**config.mk**
```make
export PLATFORM = sky130hd
export DESIGN_NAME = rgb_to_luma
export DESIGN_NICKNAME = d
export VERILOG_FILES = /design/src/rtl/jpeg_pkg.sv /design/src/rtl/color_dot3.sv /design/src/rtl/rgb_to_luma.sv
export SDC_FILE = /design/constraint.sdc
export NUM_CORES = 1
export LEC_CHECK = 0
export BUFFER_PORTS_ARGS = -buffer_cell sky130_fd_sc_hd__buf_2
export CAP_MARGIN = 20
export CORE_MARGIN = 8
export CORE_UTILIZATION = 57
export CTS_CLUSTER_DIAMETER = 100
export DETAILED_ROUTE_END_ITERATION = 8
export PLACE_DENSITY = 0.78
export SYNTH_ARGS = -nofsm -noshare
export SYNTH_HDL_FRONTEND = slang
export SYNTH_SLANG_ARGS = --single-unit
```
**constraint.sdc**
```tcl
create_clock -name Clock -period 2.75 [get_ports Clock]
set_input_delay 0.1375 -clock Clock [delete_from_list [all_inputs] [get_ports Clock]]
set_output_delay 0.1375 -clock Clock [all_outputs]
set_load 0.02 [all_outputs]
```
**src/rtl/jpeg_pkg.sv**
```systemverilog
// Shared constants for the JPEG front end: BT.601 full-range colour weights,
// rounding offsets, accumulator width and default image geometry.
package jpeg_pkg;

    // Luma weights (sum to 256)
    localparam int Y_R = 77;
    localparam int Y_G = 150;
    localparam int Y_B = 29;

    // Chroma weights (each row sums to 0)
    localparam int CB_R = -43;
    localparam int CB_G = -85;
    localparam int CB_B = 128;
    localparam int CR_R = 128;
    localparam int CR_G = -107;
    localparam int CR_B = -21;

    // Rounding offset for luma and 128.5 * 256 bias for chroma
    localparam int ROUND      = 128;
    localparam int CHROMA_OFS = 32896;

    // Signed accumulator width; holds every reachable sum including the +256 chroma corner
    localparam int ACC_W = 18;

    // Default image geometry
    localparam int IMG_WIDTH  = 320;
    localparam int IMG_HEIGHT = 240;
    localparam int BLOCK_ROWS = 8;

    // Take bits [ACC_W-1:8] of the accumulator and clamp them to an unsigned byte.
    function automatic logic [7:0] sat_u8(input logic signed [ACC_W-1:0] acc);
        logic signed [ACC_W-9:0] q;
        logic [7:0]              res;
        q = acc[ACC_W-1:8];
        if (q < 0) begin
            res = 8'd0;
        end else if (q > 255) begin
            res = 8'hFF;
        end else begin
            res = q[7:0];
        end
        return res;
    endfunction

endpackage

```
**src/rtl/color_dot3.sv**
```systemverilog
// Three-term signed multiply-accumulate over 8-bit unsigned inputs:
// S1 registers the products, S2 the sum plus offset, S3 the shifted and
// saturated byte. Each stage updates only when its enable is high, so the
// result holds across bubbles.
module color_dot3
    import jpeg_pkg::*;
#(
    parameter int C0  = Y_R,
    parameter int C1  = Y_G,
    parameter int C2  = Y_B,
    parameter int OFS = ROUND
) (
    input  logic       clk,
    input  logic       rst_n,
    input  logic       en_s1,
    input  logic       en_s2,
    input  logic       en_s3,
    input  logic [7:0] r,
    input  logic [7:0] g,
    input  logic [7:0] b,
    output logic [7:0] result
);

    logic signed [ACC_W-1:0] p0_q, p1_q, p2_q;
    logic signed [ACC_W-1:0] sum_d, sum_q;
    logic [7:0]              result_q;

    function automatic logic signed [ACC_W-1:0] mul(input int c, input logic [7:0] x);
        return ACC_W'(c * int'(x));
    endfunction

    // Sum of the three products plus rounding/bias offset
    always_comb begin
        sum_d = p0_q + p1_q + p2_q + ACC_W'(OFS);
    end

    // Three data stages, each gated by the valid bit of the stage feeding it
    always_ff @(posedge clk or negedge rst_n) begin
        if (!rst_n) begin
            p0_q     <= '0;
            p1_q     <= '0;
            p2_q     <= '0;
            sum_q    <= '0;
            result_q <= '0;
        end else begin
            if (en_s1) begin
                p0_q <= mul(C0, r);
                p1_q <= mul(C1, g);
                p2_q <= mul(C2, b);
            end
            if (en_s2) begin
                sum_q <= sum_d;
            end
            if (en_s3) begin
                result_q <= sat_u8(sum_q);
            end
        end
    end

    assign result = result_q;

endmodule

```
**src/rtl/rgb_to_luma.sv**
```systemverilog
// RGB888 -> 8-bit luma pipeline (3 cycles) with line/frame position pulses.
// Optional build macro CHROMA_OUT_EN adds saturated Cb/Cr outputs aligned
// with Out_Data.
module rgb_to_luma
    import jpeg_pkg::*;
#(
    parameter int unsigned WIDTH    = IMG_WIDTH,
    parameter int unsigned HEIGHT   = IMG_HEIGHT,
    parameter int unsigned PIPE_LAT = 3
) (
    input  logic        Clock,
    input  logic        Reset_n,
    input  logic        En_In,
    input  logic [23:0] In_Data,
    output logic        En_Out,
    output logic [7:0]  Out_Data,
    output logic        Line_End,
    output logic        Frame_End
`ifdef CHROMA_OUT_EN
    ,
    output logic [7:0]  Out_Cb,
    output logic [7:0]  Out_Cr
`endif
);

    localparam int unsigned COL_W = (WIDTH > 1) ? $clog2(WIDTH) : 1;
    localparam int unsigned ROW_W = (HEIGHT > 1) ? $clog2(HEIGHT) : 1;

    logic [PIPE_LAT-1:0] vld_q;
    logic [COL_W-1:0]    col_d, col_q;
    logic [ROW_W-1:0]    row_d, row_q;
    logic                col_last, row_last;
    logic                s3_load;
    logic                line_end_q, frame_end_q;

    // vld_q[i] is the valid bit of stage S(i+1)
    always_ff @(posedge Clock or negedge Reset_n) begin
        if (!Reset_n) begin
            vld_q <= '0;
        end else begin
            vld_q <= {vld_q[PIPE_LAT-2:0], En_In};
        end
    end

    // S3 loads on this edge; the pixel being loaded is the one the counters point at
    assign s3_load  = vld_q[PIPE_LAT-2];
    assign col_last = (col_q == COL_W'(WIDTH - 1));
    assign row_last = (row_q == ROW_W'(HEIGHT - 1));

    // Column/row advance once per emitted pixel, wrapping at line and frame end
    always_comb begin
        col_d = col_q;
        row_d = row_q;
        if (s3_load) begin
            if (col_last) begin
                col_d = '0;
                row_d = row_last ? '0 : row_q + 1'b1;
            end else begin
                col_d = col_q + 1'b1;
            end
        end
    end

    // Position counters and end-of-line/frame pulses registered with Out_Data
    always_ff @(posedge Clock or negedge Reset_n) begin
        if (!Reset_n) begin
            col_q       <= '0;
            row_q       <= '0;
            line_end_q  <= 1'b0;
            frame_end_q <= 1'b0;
        end else begin
            col_q       <= col_d;
            row_q       <= row_d;
            line_end_q  <= s3_load & col_last;
            frame_end_q <= s3_load & col_last & row_last;
        end
    end

    assign En_Out    = vld_q[PIPE_LAT-1];
    assign Line_End  = line_end_q;
    assign Frame_End = frame_end_q;

    color_dot3 #(
        .C0  (Y_R),
        .C1  (Y_G),
        .C2  (Y_B),
        .OFS (ROUND)
    ) u_luma (
        .clk    (Clock),
        .rst_n  (Reset_n),
        .en_s1  (En_In),
        .en_s2  (vld_q[0]),
        .en_s3  (vld_q[1]),
        .r      (In_Data[23:16]),
        .g      (In_Data[15:8]),
        .b      (In_Data[7:0]),
        .result (Out_Data)
    );

`ifdef CHROMA_OUT_EN
    color_dot3 #(
        .C0  (CB_R),
        .C1  (CB_G),
        .C2  (CB_B),
        .OFS (CHROMA_OFS)
    ) u_cb (
        .clk    (Clock),
        .rst_n  (Reset_n),
        .en_s1  (En_In),
        .en_s2  (vld_q[0]),
        .en_s3  (vld_q[1]),
        .r      (In_Data[23:16]),
        .g      (In_Data[15:8]),
        .b      (In_Data[7:0]),
        .result (Out_Cb)
    );

    color_dot3 #(
        .C0  (CR_R),
        .C1  (CR_G),
        .C2  (CR_B),
        .OFS (CHROMA_OFS)
    ) u_cr (
        .clk    (Clock),
        .rst_n  (Reset_n),
        .en_s1  (En_In),
        .en_s2  (vld_q[0]),
        .en_s3  (vld_q[1]),
        .r      (In_Data[23:16]),
        .g      (In_Data[15:8]),
        .b      (In_Data[7:0]),
        .result (Out_Cr)
    );
`endif

endmodule
```
# ---- After elaboration in Yosys (flattened, before gate mapping)
# Cells that the tools add are included.
dict set report word_totals {
  register_bits 101
  latch_bits 0
  mem_bits_rw 0
  mem_bits_ro 0
  input_bits 27
  output_inout_bits 11
  wordCells 29
  memories 0
}
dict set report classes {
  add_sub_neg 5
  n_mul 3
  n_div 0
  n_lt_le_gt_ge 2
  n_eq_ne 2
  shifts 0
  muxes 4
  bitwise_logic 2
  n_reduce_logical 1
}
# op count
set op_table {}
lappend op_table {{adder 18 bit} 2}
lappend op_table {{multiplier 7 x 8 -> 15 bit (first input constant)} 2}
lappend op_table {{2-to-1 mux 8 bit} 3}
lappend op_table {{adder 18 x 9 -> 18 bit (second input constant)} 1}
lappend op_table {{multiplier 5 x 8 -> 13 bit (first input constant)} 1}
lappend op_table {{greater-than comparator 10 x 9 -> 1 bit (second input constant)} 1}
lappend op_table {{< comparator 10 x 1 -> 1 bit (second input constant)} 1}
lappend op_table {{adder 9 x 1 -> 9 bit (second input constant)} 1}
lappend op_table {{equality test 9 bit (second input constant)} 1}
lappend op_table {{2-to-1 mux 9 bit} 1}
lappend op_table {{adder 8 x 1 -> 8 bit (second input constant)} 1}
lappend op_table {{equality test 8 bit (second input constant)} 1}
lappend op_table {{bitwise AND 1 bit} 2}
lappend op_table {{AND reduction 2 bit} 1}

# ---- Depth between registers and ports, before layout
# Gate-level depths: netlist (run 1).
dict set report depth {
  ltp_word 3
  mapped_depth 14
  mapped_depth_nobuf 14
}

# ---- Cells and area by module
# Synthesis (run 1) repeated with hierarchy kept, for this count alone.
dict set report hier_totals {
  cells_unflattened 747
  area_unflattened_um2 7196.9
}
# mod instances cells_each area_per_inst_um2 seq_area_each_um2
set by_module_without_submodules {}
lappend by_module_without_submodules {color_dot3 1 655 6208.5 1526.5}
lappend by_module_without_submodules {rgb_to_luma 1 92 988.4 550.5}

# ---- Least setup slack after synthesis (run 1)
# Ideal clock, no wire load.
dict set report synth_timing {
  path_type {input port to flip-flop}
  start {in In_Data[11]}
  end {reg u_luma.p1_q[14]}
  setup_ps 132
  arrival_ps 3018
  t_required_ps 2618
  slack_ps -399
  cell_stages 13
  n_path_buf 0
  path_cell_list {ha_1 > ha_1 > ha_1 > inv_1 > fa_1 > inv_1 > ha_1 > inv_2 > nor2_1 > a311o_1 > a311oi_2 > nor3_1 > or3b_1}
}
dict set report synth_via {
  elab_chain_cells 1
}
# item line
set synth_rtl {}
lappend synth_rtl {{start: declaration} rgb_to_luma.sv:14} ;# input logic [23:0] In_Data,
lappend synth_rtl {{multiplier 7 x 8 -> 15 bit} color_dot3.sv:29} ;# return ACC_W'(c * int'(x));
lappend synth_rtl {{end signal: assignment} color_dot3.sv:48} ;# p1_q <= mul(C1, g);
lappend synth_rtl {{end: declaration} color_dot3.sv:24} ;# logic signed [ACC_W-1:0] p0_q, p1_q, p2_q;
# No other way between the ends.
# A chain may end at the register's enable or synchronous reset.

# ---- Worst setup path in the final report (run 1)
dict set report layout_timing {
  start {reg u_luma.p2_q[11]}
  end {reg u_luma.sum_q[16]}
}
dict set report layout_via {
  elab_chain_cells 2
}
# item line
set layout_rtl {}
lappend layout_rtl {{start: declaration} color_dot3.sv:24}
lappend layout_rtl {{start signal: assignment} color_dot3.sv:49} ;# p2_q <= mul(C2, b);
lappend layout_rtl {{adder 18 bit} color_dot3.sv:34} ;# sum_d = p0_q + p1_q + p2_q + ACC_W'(OFS);
lappend layout_rtl {{adder 18 x 9 -> 18 bit} color_dot3.sv:34}
lappend layout_rtl {{end signal: assignment} color_dot3.sv:52} ;# sum_q <= sum_d;
lappend layout_rtl {{end: declaration} color_dot3.sv:25} ;# logic signed [ACC_W-1:0] sum_d, sum_q;
# No other way between the ends.

==> results.yml, run 1 <==
yosys:
  dominantRegCellSynth: "dfrtp_1"
  yosysWarnings: 0
  synth_seq_cells: 83
  syn_area_um2: 7290
  synth_nets: 948
  syn_inst: 754
  synth_edf_count: 0
  synthArstFlopShare_pct: 100
  ys_types: 62
  avgSynthCellArea_um2: 9.66
  synth-seq-area-share_pct: 28.5
drt:
  wl_mm: 18.6
  vias: 6072
  ant_nets: 0
  drt_iter0_drc: 362
  drt_pass1_iterations: 5
  wl_per_cell_um: 17.2
  drcViolationCount: 0
  viasPerCell: 5.62
layout:
  utilization_pct: 76.3
  drive_gt1_share_pct: 32.8
  diodes: 0
  syn_to_final_growth_pct: 31.5
  finalInstanceArea_um2: 9580
  final_cell_mix: "inv_1 (114), buf_4 (114), ha_1 (92)"
  nNetsFinal: 1098
power:
  p_int_uw: 7140
  combPwrFrac_pct: 75.4
  seq_power_share_pct: 14.8
  power.density_nw_per_um2: 1300
  p_sw_share_pct: 42.6
  fin_total_pwr_uw: 12500
  power.switching_uw: 5310
  irDropWorstVdd_mv: 0.989
  p_clk_share_pct: 9.7
  p_leak_uw: 0.00475
sta:
  skew_ps: 7.83
  slew_headroom_pct: 46.4
  rsz0062_at_grt: "true"
  slew_viol_final: 0
  timing.fmax_ghz: 0.332
  period_needed_ps: 3010
  setup_slack_ps: -265
  hold-worst-slack_ps: 151
  setup_violations: 15
  worstMarginPinSlew_ps: 804
  hold_viol: 0
  period_share_pct: 110
critical_path:
  start_kind: "flip-flop"
  cp_cell_sequence: "inv_2 > fa_1 > inv_1 > ha_1 > ha_4 > and4_4 > nand3_2 > or3b_1 > o211ai_1 > xor2_1 > mux2_2"
  cpPeakStageDelay_ps: 570
  critPathMaxFanout: 2
  cp_slowest_cell: "fa_1"
  r2r-start: "u_luma.p2_q[11]"
  cp-startpoint: "u_luma.p2_q[11]"
  crit_family: "adder cells"
  required_ps: 2980
  path_class: "flip-flop to flip-flop"
  worst-path-buf-inv: 2
  worstPathArrival_ps: 3240
  worst_setup_path_end_kind: "flip-flop"
placed_design:
  io_buffers: 37
  post-place-ws_ps: -495
  place.gp.congestion: 0.901
  dpl_cell_area_um2: 8640
  hpwl_mm: 12.5
floorplan:
  rows: 41
  core_um2: 12600
  die_y_um: 129
  dieArea_um2: 16700
  die_w_um: 129
  start_util_pct: 58.0
  boundaryPins: 38
clock_tree:
  insertion_delay_ps: 350
  cts_root_buf: "clkbuf_16"
  cts_htree_levels: 3
  cts_sinks: 83
  cts.path.max_buffers: 2
  cts_tree: "built"
  cts.clk_slew.worst_paths_ps: 70
  cts_buffers: 9
global_route:
  grt_max_degree: 84
  grt_usage_pct: 21.5
  antenna_found_initial: 0
  grt_pass1_wl_mm: 29.2
  overflow: 0
  grt_pass1_vias: 6389
status:
  violations: "negative setup slack"
  status: "complete, but fails checks"
worst_hold_path:
  hold_path_class: "input pin to async pin"
flow_run:
  cap_violations: 0
## worst paths after layout
path	cells after the start	end	slack [ps]
max	11	u_luma.sum_q[16]	-260
min	2	col_q[6]	150
max reg2reg	11	u_luma.sum_q[16]	-260
min reg2reg	1	col_q[2]	500
max in group asynchronous	3	u_luma.p0_q[12]	2010
min in group Clock	3	u_luma.p2_q[1]	160
## Yosys cell counts, types with 2 or more instances
library cell / instances / area share, %
a21oi_1: 22 / 1.5
nor3_1: 7 / 0.48
inv_1: 134 / 6.9
a31oi_1: 6 / 0.52
o31ai_1: 3 / 0.31
and4_1: 3 / 0.36
xnor2_1: 20 / 2.4
mux2_2: 21 / 3.2
fa_1: 38 / 10
a211oi_1: 4 / 0.41
o211ai_1: 7 / 0.72
xor2_1: 11 / 1.3
nand4_1: 5 / 0.43
a31o_1: 5 / 0.60
nor2_1: 44 / 2.3
o21ai_0: 37 / 2.5
inv_2: 2 / 0.10
o21ai_1: 11 / 0.76
nand3_1: 10 / 0.69
o21bai_1: 4 / 0.41
and3_1: 2 / 0.17
nor2b_1: 11 / 0.94
a21boi_1: 2 / 0.21
or3_1: 7 / 0.60
nor3b_1: 2 / 0.21
clkbuf_1: 9 / 0.46
a21o_1: 10 / 1.0
mux2i_1: 11 / 1.5
nand2_1: 43 / 2.2
or3b_1: 2 / 0.24
o221ai_1: 2 / 0.24
dfrtp_1: 83 / 29
nand2b_1: 6 / 0.52
and2_1: 3 / 0.26
ha_1: 129 / 22
buf_1: 3 / 0.15
o22ai_1: 3 / 0.26
o21a_1: 8 / 0.82
## layer usage
metal | track usage, % | share of wire (%) | up-vias
li1 | - | - | 2865
met3 | 2.96 | 3.8 | 69
met1 | 24.5 | 39 | 2961
met2 | 40.0 | 53 | 177
met4 | 7.74 | 3.9 | 0
met5 | 0 | 0 | -
## registers in the layout, summed over array words and instances (netlist names)
| register | count |
|---|---|
| col_q | 9 |
| Frame_End | 1 |
| u_luma.sum_q | 10 |
| u_luma.result | 8 |
| u_luma.p0_q | 15 |
| Line_End | 1 |
| u_luma.p1_q | 15 |
| vld_q | 3 |
| u_luma.p2_q | 13 |
| row_q | 8 |
## power groups by stage
stage,Clock [uW],Combinational (uW),Sequential (uW)
floorplan,0,4480,1860
global placement,0,6520,1830
detailed placement,0,6820,1850
CTS,1220,8030,1840
global route,1270,10100,1890
finish,1210,9390,1850
## stage by stage
| step | setup TNS, ps | instances |
|---|---|---|
| floorplan | -711 | 754 |
| global placement | -5540 | 1049 |
| detailed placement | -7890 | 1049 |
| CTS | -864 | 1072 |
| global route | -3700 | 1081 |
| finish | -2080 | 1081 |
## area by class of cell
class,instances,area [um^2]
clock inverters,7,76.3
repair buffers,152,1130
well taps,172,215
inverters,136,514
flip-flops and latches,83,2080
fillers,741,2980
multi-input cells,522,5340
clock buffers,9,225
## kinds of logic (layout without fill, tap and decap cells)
kind of cell | after synthesis | count (layout) | synth area share [%]
flip-flops | 83 | 83 | 28.5
buffers and inverters | 149 | 304 | 7.78
adder cells (fa/ha/maj) | 167 | 167 | 32.6
AO/OA/AOI/OAI | 138 | 138 | 12.1
XOR/XNOR | 31 | 31 | 3.73
multiplexers | 33 | 33 | 4.91
AND/OR/NAND/NOR | 153 | 153 | 10.4
## timing repair
action,CTS,global route
setup buffers,7,7
pin swaps,37,39
endpoints found under the hold margin,0,83
gates resized for setup,49,55
hold buffers,0,1
endpoints found under the setup margin,18,23
Note: power is estimated with default switching activity, not from simulation.
==> run 2, diff against run 1 <==
--- a/config.mk
+++ b/config.mk
@@ -7,11 +7,12 @@
 export LEC_CHECK = 0
 export BUFFER_PORTS_ARGS = -buffer_cell sky130_fd_sc_hd__buf_2
 export CAP_MARGIN = 20
-export CORE_MARGIN = 8
+export CORE_MARGIN = 2
 export CORE_UTILIZATION = 57
 export CTS_CLUSTER_DIAMETER = 100
 export DETAILED_ROUTE_END_ITERATION = 8
 export PLACE_DENSITY = 0.78
+export RECOVER_POWER = 50
 export SYNTH_ARGS = -nofsm -noshare
 export SYNTH_HDL_FRONTEND = slang
 export SYNTH_SLANG_ARGS = --single-unit
==> results.yml, run 2 (same netlist as run 1, synthesis figures left out) <==
global_route:
  antenna_found_initial: 0
  grt_pass1_wl_mm: 28.9
  grt_pass1_vias: 6446
  grt_usage_pct: 26.7
  overflow: 0
  grt_max_degree: 84
floorplan:
  rows: 41
  die_y_um: 117
  start_util_pct: 58.0
  core_um2: 12600
  boundaryPins: 38
  die_w_um: 117
  dieArea_um2: 13700
sta:
  timing.fmax_ghz: 0.327
  skew_ps: 7.31
  rsz0062_at_grt: "true"
  slew_viol_final: 36
  worstMarginPinSlew_ps: 1800
  setup_slack_ps: -309
  setup_violations: 15
  slew_headroom_pct: -20.3
  period_needed_ps: 3060
  period_share_pct: 111
  hold_viol: 0
  setup_tns_ps: -2240
layout:
  nNetsFinal: 1103
  top_regs: "u_luma.p0_q (15), u_luma.p1_q (15), u_luma.p2_q (13)"
  stdcell_count: 1086
  syn_to_final_growth_pct: 31.0
  final_cell_mix: "buf_4 (116), inv_1 (108), ha_1 (93)"
  multi_input_area_um2: 5300
  final_common_cell: "buf_4"
  drive_gt1_share_pct: 32.8
  diodes: 0
  seqCellArea_um2: 2080
  nFillCells: 733
placed_design:
  hpwl_mm: 12.5
  place_inst: 1054
  post-place-ws_ps: -469
  place.gp.congestion: 0.940
  io_buffers: 37
critical_path:
  worstPathArrival_ps: 3290
  required_ps: 2990
  critPathMaxFanout: 2
  worst_setup_path_end_kind: "flip-flop"
  path_class: "flip-flop to flip-flop"
  start_kind: "flip-flop"
drt:
  ant_nets: 0
  vias: 6116
  drcViolationCount: 0
  viasPerCell: 5.63
  drt_iter0_drc: 306
  drt_pass1_iterations: 5
  wl_mm: 17.7
  wl_per_cell_um: 16.3
worst_hold_path:
  hold_path_class: "input pin to flip-flop"
power:
  power.density_nw_per_um2: 1270
  fin_total_pwr_uw: 12100
  irDropWorstVdd_mv: 1.01
  p_leak_uw: 0.00471
flow_run:
  cap_violations: 1
clock_tree:
  cts_root_buf: "clkbuf_16"
  cts_sinks: 83
  cts.path.max_buffers: 2
  cts_buffers: 9
  cts_tree: "built"
  insertion_delay_ps: 350
  cts_htree_levels: 3
  cts.clk_slew.worst_paths_ps: 70
status:
  status: "complete, but fails checks"
  violations: "max-capacitance violations, max-slew violations, negative setup slack"
[run 2: cell types whose count changed in the layout (fill, tap and decap cells not counted), sizes merged]
cell,change
clkbuf,+5
clkinv,-2
clkinvlp,+2
[run 2: critical path, stage by stage, from the launching register on]
cell,delay [ps]
dfrtp_1,320
inv_1,60
fa_1,530
inv_1,40
ha_1,250
ha_4,290
nand4_1,140
buf_4,170
o211ai_1,330
a31oi_1,200
o21ai_1,230
xor2_1,110
mux2_4,260
[run 2: layout make-up]
type / count / area share, %
clock buffer: 9 / 2.36
clock inverter: 7 / 0.695
inverter: 136 / 5.42
multi-input combinational: 522 / 55.5
sequential: 83 / 21.8
tap: 172 / 2.26
timing repair buffer: 157 / 12.0
[run 2: routing by layer]
metal,vias up,share of wire [%],global-route usage (%)
met3,58,4.3,4.89
li1,2870,-,-
met5,-,0,0
met1,3006,39,30.4
met4,0,3.6,12.4
met2,182,53,48.6
[run 2: report_power, final]
group	switching, uW	internal, uW	total (uW)
Sequential	217	1630	1850
Combinational	4310	4740	9050
Clock	554	637	1190
[run 2: timing repair]
item	4_1_cts	5_1_grt
resized for setup	52	50
endpoints found under the setup margin	17	22
buffers inserted	10	4
hold endpoints to repair	0	34
pin swaps	47	32
hold buffers	0	1
[run 2: stage by stage]
step	area [um^2]	hold slack [ps]	utilization, %
after detailed placement	8690	378	69.1
after global routing	9540	157	75.9
after global placement	8690	358	69.1
final	9540	160	75.9
after CTS	9320	6.96	74.1
after floorplan	7550	-158	-
[run 2: worst paths after layout]
check | startpoint | endpoint | slack, ps | cells past startpoint
worst min-delay path | In_Data[1] | u_luma.p2_q[1] | 160 | 3
worst min register to register | u_luma.result[7] | u_luma.result[7] | 500 | 1
worst max register to register | u_luma.p2_q[2] | u_luma.sum_q[11] | -310 | 12
worst max-delay path | u_luma.p2_q[2] | u_luma.sum_q[11] | -310 | 12
max in group asynchronous | Reset_n | u_luma.p0_q[13] | 310 | 3
min in group asynchronous | Reset_n | col_q[7] | 800 | 2
